`src/rtl/muldiv_unit_pkg.sv`:
```
// Shared types and constants for the multiply/divide unit.
//   muldiv_op_t    : 3-bit request opcode (values 6/7 are illegal and never accepted)
//   muldiv_state_t : sequencer state
package muldiv_unit_pkg;

  localparam int unsigned MULDIV_DIV_STEPS = 32;

  typedef enum logic [2:0] {
    OpMult  = 3'd0,
    OpMultu = 3'd1,
    OpDiv   = 3'd2,
    OpDivu  = 3'd3,
    OpMthi  = 3'd4,
    OpMtlo  = 3'd5
  } muldiv_op_t;

  typedef enum logic [1:0] {
    StIdle,
    StMul,
    StDiv,
    StFix
  } muldiv_state_t;

endpackage

```
`src/rtl/muldiv_unit_if.sv`:
```
// Request/result bundle between execute (master) and the multiply/divide unit (slave).
//   req_valid/req_ready/req_op/req_a/req_b : request handshake and operands
//   flush                                 : cancel current/in-flight request
//   hi/lo                                 : architectural HI/LO
//   busy/done                             : stall indication and one-cycle commit pulse
interface muldiv_unit_if;
  import muldiv_unit_pkg::*;

  logic        req_valid;
  logic        req_ready;
  muldiv_op_t  req_op;
  logic [31:0] req_a;
  logic [31:0] req_b;
  logic        flush;
  logic [31:0] hi;
  logic [31:0] lo;
  logic        busy;
  logic        done;

  modport master (
    output req_valid, req_op, req_a, req_b, flush,
    input  req_ready, hi, lo, busy, done
  );

  modport slave (
    input  req_valid, req_op, req_a, req_b, flush,
    output req_ready, hi, lo, busy, done
  );

endinterface

```
`src/rtl/muldiv_unit_div_radix2_step.sv`:
```
// One combinational restoring-division step on unsigned magnitudes.
//   rem_i/quot_i : partial remainder and dividend/quotient shift register
//   dvsr_i       : divisor magnitude
//   rem_o/quot_o : state after shifting in one dividend bit and trial subtract
module muldiv_unit_div_radix2_step (
  input  logic [31:0] rem_i,
  input  logic [31:0] quot_i,
  input  logic [31:0] dvsr_i,
  output logic [31:0] rem_o,
  output logic [31:0] quot_o
);

  logic [32:0] shifted;
  logic [32:0] trial;

  always_comb begin
    shifted = {rem_i, quot_i[31]};
    // rem_i < dvsr_i, so the trial result lies in (-dvsr, dvsr) and bit 32 is its sign.
    trial   = shifted - {1'b0, dvsr_i};
    rem_o   = trial[32] ? shifted[31:0] : trial[31:0];
    quot_o  = {quot_i[30:0], ~trial[32]};
  end

endmodule

```
`src/rtl/muldiv_unit.sv`:
```
// Multi-cycle multiply/divide unit owning the HI/LO registers.
//   clk, resetn : clock and asynchronous active-low reset
//   bus         : muldiv_unit_if.slave (request handshake, flush, hi/lo, busy, done)
// Optional feature macro: MULDIV_DIV_ZERO_FAST_EN -- divide by zero commits on the
// accept edge instead of running the full iteration sequence.
module muldiv_unit
  import muldiv_unit_pkg::*;
#(
  parameter int unsigned MUL_STAGES = 2,
  parameter int unsigned DIV_STEPS  = MULDIV_DIV_STEPS
) (
  input logic            clk,
  input logic            resetn,
  muldiv_unit_if.slave   bus
);

  localparam logic [5:0] MulCntInit = (MUL_STAGES > 1) ? 6'(MUL_STAGES - 2) : 6'd0;
  localparam logic [5:0] DivCntInit = 6'(DIV_STEPS - 1);

  muldiv_state_t state_q, state_d;
  logic [31:0]   hi_q, hi_d, lo_q, lo_d;
  logic [31:0]   rem_q, rem_d, quot_q, quot_d, dvsr_q, dvsr_d;
  logic [63:0]   prod_q, prod_d;
  logic [5:0]    cnt_q, cnt_d;
  logic          done_q, done_d;
  logic          neg_quot_q, neg_quot_d, neg_rem_q, neg_rem_d;
  logic          div_zero_q, div_zero_d;

  logic          accept, op_legal, op_signed, fast_zero;
  logic [63:0]   ext_a, ext_b, product;
  logic [31:0]   mag_a, mag_b, quot_fix, rem_fix;
  logic [31:0]   step_rem, step_quot;

  muldiv_unit_div_radix2_step u_step (
    .rem_i  (rem_q),
    .quot_i (quot_q),
    .dvsr_i (dvsr_q),
    .rem_o  (step_rem),
    .quot_o (step_quot)
  );

  always_comb begin
    op_legal  = bus.req_op inside {OpMult, OpMultu, OpDiv, OpDivu, OpMthi, OpMtlo};
    op_signed = (bus.req_op == OpMult) || (bus.req_op == OpDiv);
    accept    = bus.req_valid && (state_q == StIdle) && !bus.flush && op_legal;
    // Sign-extend to 64 bits; the low 64 bits of the product are then correct for both signs.
    ext_a     = {{32{op_signed & bus.req_a[31]}}, bus.req_a};
    ext_b     = {{32{op_signed & bus.req_b[31]}}, bus.req_b};
    product   = ext_a * ext_b;
    mag_a     = (op_signed & bus.req_a[31]) ? (~bus.req_a + 32'd1) : bus.req_a;
    mag_b     = (op_signed & bus.req_b[31]) ? (~bus.req_b + 32'd1) : bus.req_b;
    quot_fix  = neg_quot_q ? (~quot_q + 32'd1) : quot_q;
    rem_fix   = neg_rem_q ? (~rem_q + 32'd1) : rem_q;
`ifdef MULDIV_DIV_ZERO_FAST_EN
    fast_zero = (bus.req_b == 32'd0);
`else
    fast_zero = 1'b0;
`endif
  end

  always_comb begin
    state_d    = state_q;
    hi_d       = hi_q;
    lo_d       = lo_q;
    rem_d      = rem_q;
    quot_d     = quot_q;
    dvsr_d     = dvsr_q;
    prod_d     = prod_q;
    cnt_d      = cnt_q;
    done_d     = 1'b0;
    neg_quot_d = neg_quot_q;
    neg_rem_d  = neg_rem_q;
    div_zero_d = div_zero_q;

    unique case (state_q)
      StIdle: begin
        if (accept) begin
          case (bus.req_op)
            OpMult, OpMultu: begin
              if (MUL_STAGES == 1) begin
                {hi_d, lo_d} = product;
                done_d       = 1'b1;
              end else begin
                prod_d  = product;
                cnt_d   = MulCntInit;
                state_d = StMul;
              end
            end
            OpDiv, OpDivu: begin
              if (fast_zero) begin
                hi_d   = bus.req_a;
                lo_d   = '1;
                done_d = 1'b1;
              end else begin
                rem_d      = '0;
                quot_d     = mag_a;
                dvsr_d     = mag_b;
                neg_quot_d = op_signed & (bus.req_a[31] ^ bus.req_b[31]);
                neg_rem_d  = op_signed & bus.req_a[31];
                div_zero_d = (bus.req_b == 32'd0);
                cnt_d      = DivCntInit;
                state_d    = StDiv;
              end
            end
            OpMthi: begin
              hi_d   = bus.req_a;
              done_d = 1'b1;
            end
            OpMtlo: begin
              lo_d   = bus.req_a;
              done_d = 1'b1;
            end
            default: ;
          endcase
        end
      end
      StMul: begin
        if (bus.flush) begin
          state_d = StIdle;
        end else if (cnt_q == 6'd0) begin
          {hi_d, lo_d} = prod_q;
          done_d       = 1'b1;
          state_d      = StIdle;
        end else begin
          cnt_d = cnt_q - 6'd1;
        end
      end
      StDiv: begin
        if (bus.flush) begin
          state_d = StIdle;
        end else begin
          rem_d  = step_rem;
          quot_d = step_quot;
          if (cnt_q == 6'd0) begin
            state_d = StFix;
          end else begin
            cnt_d = cnt_q - 6'd1;
          end
        end
      end
      StFix: begin
        if (bus.flush) begin
          state_d = StIdle;
        end else begin
          // Divide by zero: all quotient bits saturate and the sign-fixed remainder is a.
          hi_d    = rem_fix;
          lo_d    = div_zero_q ? '1 : quot_fix;
          done_d  = 1'b1;
          state_d = StIdle;
        end
      end
      default: state_d = StIdle;
    endcase
  end

  always_ff @(posedge clk or negedge resetn) begin
    if (!resetn) begin
      state_q    <= StIdle;
      hi_q       <= '0;
      lo_q       <= '0;
      rem_q      <= '0;
      quot_q     <= '0;
      dvsr_q     <= '0;
      prod_q     <= '0;
      cnt_q      <= '0;
      done_q     <= 1'b0;
      neg_quot_q <= 1'b0;
      neg_rem_q  <= 1'b0;
      div_zero_q <= 1'b0;
    end else begin
      state_q    <= state_d;
      hi_q       <= hi_d;
      lo_q       <= lo_d;
      rem_q      <= rem_d;
      quot_q     <= quot_d;
      dvsr_q     <= dvsr_d;
      prod_q     <= prod_d;
      cnt_q      <= cnt_d;
      done_q     <= done_d;
      neg_quot_q <= neg_quot_d;
      neg_rem_q  <= neg_rem_d;
      div_zero_q <= div_zero_d;
    end
  end

  assign bus.req_ready = (state_q == StIdle);
  assign bus.busy      = (state_q != StIdle);
  assign bus.hi        = hi_q;
  assign bus.lo        = lo_q;
  assign bus.done      = done_q;

endmodule

```
`src/flat_wrapper.sv`:
```
// flat-port wrapper written by rule: the top's interface ports become plain ports
module muldiv_unit_flat import muldiv_unit_pkg::*;
#(
  parameter int unsigned MUL_STAGES = 2,
  parameter int unsigned DIV_STEPS  = MULDIV_DIV_STEPS
)
  (clk, resetn, bus_req_valid, bus_req_op, bus_req_a, bus_req_b, bus_flush, bus_req_ready, bus_hi, bus_lo, bus_busy, bus_done);
  muldiv_unit_if bus_i ();
  input logic clk;
  input logic resetn;
  input wire logic [$bits(bus_i.req_valid)-1:0] bus_req_valid;
  input wire logic [$bits(bus_i.req_op)-1:0] bus_req_op;
  input wire logic [$bits(bus_i.req_a)-1:0] bus_req_a;
  input wire logic [$bits(bus_i.req_b)-1:0] bus_req_b;
  input wire logic [$bits(bus_i.flush)-1:0] bus_flush;
  output wire logic [$bits(bus_i.req_ready)-1:0] bus_req_ready;
  output wire logic [$bits(bus_i.hi)-1:0] bus_hi;
  output wire logic [$bits(bus_i.lo)-1:0] bus_lo;
  output wire logic [$bits(bus_i.busy)-1:0] bus_busy;
  output wire logic [$bits(bus_i.done)-1:0] bus_done;
  assign bus_i.req_valid = bus_req_valid;
  assign bus_i.req_op = bus_req_op;
  assign bus_i.req_a = bus_req_a;
  assign bus_i.req_b = bus_req_b;
  assign bus_i.flush = bus_flush;
  assign bus_req_ready = bus_i.req_ready;
  assign bus_hi = bus_i.hi;
  assign bus_lo = bus_i.lo;
  assign bus_busy = bus_i.busy;
  assign bus_done = bus_i.done;
  muldiv_unit #(.MUL_STAGES(MUL_STAGES), .DIV_STEPS(DIV_STEPS)) u_core (.clk(clk), .resetn(resetn), .bus(bus_i));
endmodule
```
`config.mk`:
```
export PLATFORM = sky130hd
export DESIGN_NAME = muldiv_unit_flat
export DESIGN_NICKNAME = d
export VERILOG_FILES = /design/src/rtl/muldiv_unit_pkg.sv /design/src/rtl/muldiv_unit_if.sv /design/src/rtl/muldiv_unit_div_radix2_step.sv /design/src/rtl/muldiv_unit.sv /design/src/flat_wrapper.sv
export SDC_FILE = /design/constraint.sdc
export NUM_CORES = 2
export LEC_CHECK = 0
export BUFFER_PORTS_ARGS = -buffer_cell sky130_fd_sc_hd__buf_2
export CAP_MARGIN = 10
export CORE_UTILIZATION = 60
export CTS_CLUSTER_SIZE = 16
export DETAILED_ROUTE_END_ITERATION = 12
export PLACE_DENSITY = 0.83
export SLEW_MARGIN = 40
export SYNTH_ARGS = -nofsm -noshare
export SYNTH_HDL_FRONTEND = slang
export SYNTH_HIERARCHICAL = 1
export SYNTH_SLANG_ARGS = --single-unit
```
`constraint.sdc`:
```
create_clock -name clk -period 4.65 [get_ports clk]
set_input_delay 0.93 -clock clk [delete_from_list [all_inputs] [get_ports clk]]
set_output_delay 0.93 -clock clk [all_outputs]
set_load 0.02 [all_outputs]
```
# Yosys cells after proc, flatten, opt, wreduce, memory -nomap -nowiden
# Index checks and enable logic that the tools add are counted.
# op_classes
add_sub_neg,6
mul,1
eq_ne,21
muxes,44
bitwise_logic,9
n_reduce_logical,25
# op_table
op,count
2-to-1 mux 32 bit,22
one-hot mux 32 bit (3 select lines),2
adder 32 x 1 -> 32 bit (second input constant),4
NOT 32 bit,4
one-hot mux 32 bit (2 select lines),2
multiplier 33 x 33 -> 64 bit,1
subtractor 33 x 32 -> 33 bit,1
logical NOT 32 bit,1
one-hot mux 6 bit (2 select lines),2
2-to-1 mux 6 bit,3
AND reduction 6 bit,2
2-to-1 mux 2 bit,5
inequality test 2 x 1 -> 1 bit (second input constant),5
inequality test 2 bit (second input constant),5
one-hot mux 2 bit (4 select lines),1
AND reduction 4 bit,2
OR reduction 2 bit,4
equality test 3 x 2 -> 1 bit (second input constant),2
equality test 3 bit (second input constant),2
logical NOT 6 bit,1
inequality test 3 x 2 -> 1 bit (second input constant),2
AND reduction 3 bit,2
nonzero test 2 bit,3
nonzero test 6 bit,1
other kinds (18),27
# totals
reg_bits,236
word_cells,118

# Longest topological paths before layout
# depth
ltp_word,7
depth_mapped,33

# By module
# The synthesis kept the hierarchy.
# by_module_without_submodules
module,n_inst,cells_per_inst,area_each_um2
muldiv_unit,1,5740,50796.2
muldiv_unit_div_radix2_step,1,336,2591.2

# Worst setup path after synthesis
# OpenSTA, ideal clock, no wires.
# synth_timing
kind,input -> register
from,input bus_req_op[2]
to,register u_core.prod_q[60]
setup_time_ns,0.125
arrival_ns,9.332
t_required_ns,4.525
setup_slack_ns,-4.807
stages,30
cell_sequence,clkbuf_1 -> nor2_1 -> and2_1 -> clkbuf_1 -> buf_1 -> nand2_1 -> inv_1 -> fa_1 -> fa_1 -> fa_1 -> inv_1 -> fa_1 -> inv_1 -> fa_1 -> fa_1 -> inv_1 -> fa_1 -> fa_1 -> inv_1 -> ha_1 -> clkbuf_1 -> nand4_1 -> nor3_1 -> nand4_1 -> o21a_1 -> a21oi_1 -> a211o_1 -> a41oi_1 -> xnor2_1 -> mux2_2
# synth_between
elab_chain_len,4
elab_cells_between_ends,14
cone_classes,1 x mul; 5 x eq/ne; 2 x bitwise; 6 x reduce/logical
# synth_rtl
element,line_no,rtl
"start, declared",flat_wrapper.sv:12,input wire logic [$bits(bus_i.req_op)-1:0] bus_req_op;
"equality test 3 x 2 -> 1 bit, or another cell as far along","muldiv_unit.sv:43, muldiv_unit.sv:44",
logical OR 1 bit / nonzero test 6 bit (equally long branches),"muldiv_unit.sv:44, muldiv_unit.sv:43",
"AND 1 bit, or another cell as far along",muldiv_unit.sv:47,"ext_a = {{32{op_signed & bus.req_a[31]}}, bus.req_a};"
multiplier 33 x 33 -> 64 bit / AND reduction 3 bit (equally long branches),-,
"end signal, assigned",muldiv_unit.sv:177,prod_q <= prod_d;
"end, declared",muldiv_unit.sv:23,"logic [63:0] prod_q, prod_d;"
# Parallel ways exist; a longest one is shown, timed or not.
# A chain may end at the register's enable or synchronous reset.

# Worst setup path after layout
# layout_timing
from,input bus_req_op[0]
to,register u_core.prod_q[60]
# The elaborated chain is that of the path after synthesis.

==> impl_metrics.yaml <==
cells_and_area:
  fin_nets: 7985
  ff_latch_area_um2: 5910
  multiInputGateArea_um2: 43700
  fin_util: 0.731
  syn2layout_area_growth_pct: 20.8
  fillers: 5716
  drive_above_1_share: 0.211
  fin_area_um2: 64500
timing:
  finalCriticalPeriod_ns: 8.13
  finalSetupViolCount: 56
  fmax_mhz: 123
  final-hold-violation-count: 0
  min_period_over_period: 1.75
  hold-worst-slack_ns: 0.290
  rsz0062_at_grt: "yes"
  tns_ns: -142.59
  slew_viol_final: 0
  tightestPinTransition_ns: 0.860
  setup_ws_ns: -3.48
  relSlewSlack: 0.427
  fin_worst_skew_ns: 0.0245
drt:
  via_count: 47100
  drtIter0Drc: 5642
  viasPerCell: 6.10
  first_pass_iters: 8
  drc: 0
  avgRoutedWirePerCell_um: 25.2
  wl_um: 194000
  ant_nets: 0
yosys:
  synth.area.top_cells: "fa_1, dfrtp_1, inv_1"
  ys_async_sr_fraction: 1.00
  ys_ff_latch: 236
  syn_nets: 7528
  synth_area_per_cell_um2: 8.79
  synth_area_leader_cell: "fa_1"
  synth_top_area_frac: 0.422
  yosysMostFrequentCell: "inv_1"
  synth_edf_count: 0
  synthCells: 6076
  synth_commonest_cells: "inv_1, fa_1, nand2_1"
  synth_cell_type_count: 92
  ys_seq_area_frac: 0.111
  syn_area_um2: 53400
  ys.flop_type: "dfrtp_1"
  synth_warnings: 6
cts:
  clock_latency_ns: 0.56
  cts_hold_buf: 0
  cts.sinks: 236
  cts_tree: "yes"
  cts_buffers: 25
  cts_buffer_depth: 3
  clk_pin_slew_worst_paths_ns: 0.06
  h-tree-depth: 1
  cts_root_buffer: "clkbuf_16"
critical_path:
  start_kind: "input port"
  critical_path.max_stage_delay_ns: 0.59
  critical-path-slowest-cell: "fa_2"
  crit_top_cell: "fa_1"
  worstPathMaxFanout: 7
  worstSetupPathType: "in -> reg"
  setup.worst_path.end_class: "flip-flop"
  critPathArrivalTime_ns: 8.56
  required_ns: 5.07
global_routing:
  grt_usage: 0.416
  grt_pass1_wl_um: 283000
  grt_overflow_total: 0
  grt_max_degree: 109
  antenna_found_initial: 8
  grt_pass1_vias: 49000
min_path:
  hold_class: "in -> async"
die:
  start_util: 0.605
  dieWidth_um: 300
  die_h_um: 300
  dieArea_um2: 90200
  core_um2: 88200
  pin_count: 138
  rows: 109
place:
  placed_cell_area_um2: 59800
  placement.io_buffers: 137
  dp_hpwl_um: 146000
  place.gp.congestion: 1.01
status:
  status: "finished, violations left"
  violations: "negative setup slack"
run:
  cap_violations: 0
worst paths after layout:
check	cells past startpoint	slack, ns	endpoint	from
worst min-delay path	1	0.29	u_core/rem_q[23]	resetn
worst max register to register	15	0.58	u_core/rem_q[9]	u_core/quot_q[31]
worst max-delay path	30	-3.48	u_core/prod_q[60]	bus_req_op[0]
worst min register to register	2	0.48	u_core/bus.hi[23]	u_core/bus.hi[23]
max in group asynchronous	3	3.21	u_core/prod_q[22]	resetn
min in group clk	2	0.48	u_core/bus.hi[23]	u_core/bus.hi[23]
layer usage:
metal  track usage  vias up  wire length, µm
met5             0        -               33
met4         0.278        6            18300
met3         0.119     1068            26500
met2         0.634     3503            84600
met1         0.517    23200            65000
li1              -    19300                -
worst max-delay path, delay by kind of cell:
| kind | cells | cell delay, ns |
|---|---|---|
| buffers and inverters | 9 | 0.85 |
| AO/OA/AOI/OAI | 4 | 0.72 |
| adder cells (fa/ha/maj) | 9 | 4.52 |
| multiplexers | 1 | 0.26 |
| XOR/XNOR | 1 | 0.16 |
| AND/OR/NAND/NOR | 6 | 1.09 |
state kept, by name, summed over array words and instances, names as in the netlist:
signal,count
u_core/neg_quot_q,1
u_core/prod_q,64
u_core/quot_q,32
u_core/bus.lo,32
u_core/bus.hi,32
u_core/cnt_q,6
u_core/rem_q,32
u_core/neg_rem_q,1
u_core/dvsr_q,32
u_core/state_q,2
u_core/bus.done,1
u_core/div_zero_q,1
cell type report:
class	count	share of cell area
clock buffer	35	0.0111
sequential	236	0.0916
multi-input combinational	4224	0.678
timing repair buffer	863	0.125
tap	1165	0.0226
clock inverter	8	0.00192
inverter	1183	0.0693
antenna	4	0.000155
through the flow:
stage / std cells / setup slack [ns]
final: 7718 / -3.48
after global routing: 7716 / -3.62
after CTS: 7674 / -3.13
after detailed placement: 7555 / -4.10
after global placement: 7554 / -3.99
after floorplan: 6076 / -3.78
cells by family (layout without fill, tap and decap cells):
| kind of cell | after synthesis | count (layout) | synth area share |
|---|---|---|---|
| buf+inv | 1616 | 2089 | 0.118 |
| mux | 30 | 30 | 0.00778 |
| other cells | 0 | 4 | 0 |
| compound gates | 817 | 817 | 0.0945 |
| xor+xnor | 218 | 218 | 0.0358 |
| flops | 236 | 236 | 0.111 |
| simple gates | 1778 | 1778 | 0.152 |
| fa+ha+maj | 1381 | 1381 | 0.482 |
layout by cell type, fill, tap and decap left out, drive strengths merged, types with 5 or more instances in the layout:
cell	instances
a41oi	5
xor2	74
xnor2	144
mux2	25
nand2	1098
and2	303
nor2	138
a22oi	14
buf	857
a221oi	23
o31ai	33
fa	1126
nand4	27
and3	31
nand3	37
a211oi	9
o21a	19
o21bai	12
o211ai	5
o21ai	316
o41ai	18
nor3	30
a21oi	201
o2111ai	6
nor4	15
or3	24
dfrtp	236
nor2b	23
a31oi	25
a22o	31
mux2i	5
or4	14
nor3b	5
ha	255
clkbuf	39
nand2b	15
inv	1182
a21o	68
timing repair:
item | 4_1_cts | 5_1_grt
pin swaps | 166 | 201
setup buffers | 76 | 54
setup endpoints to repair | 57 | 57
hold endpoints to repair | 0 | 0
gates cloned | 4 | 4
gates resized for setup | 374 | 258
Power is not shown: default switching activity piles up to over one toggle a cycle in this logic, so the estimate is an artifact.
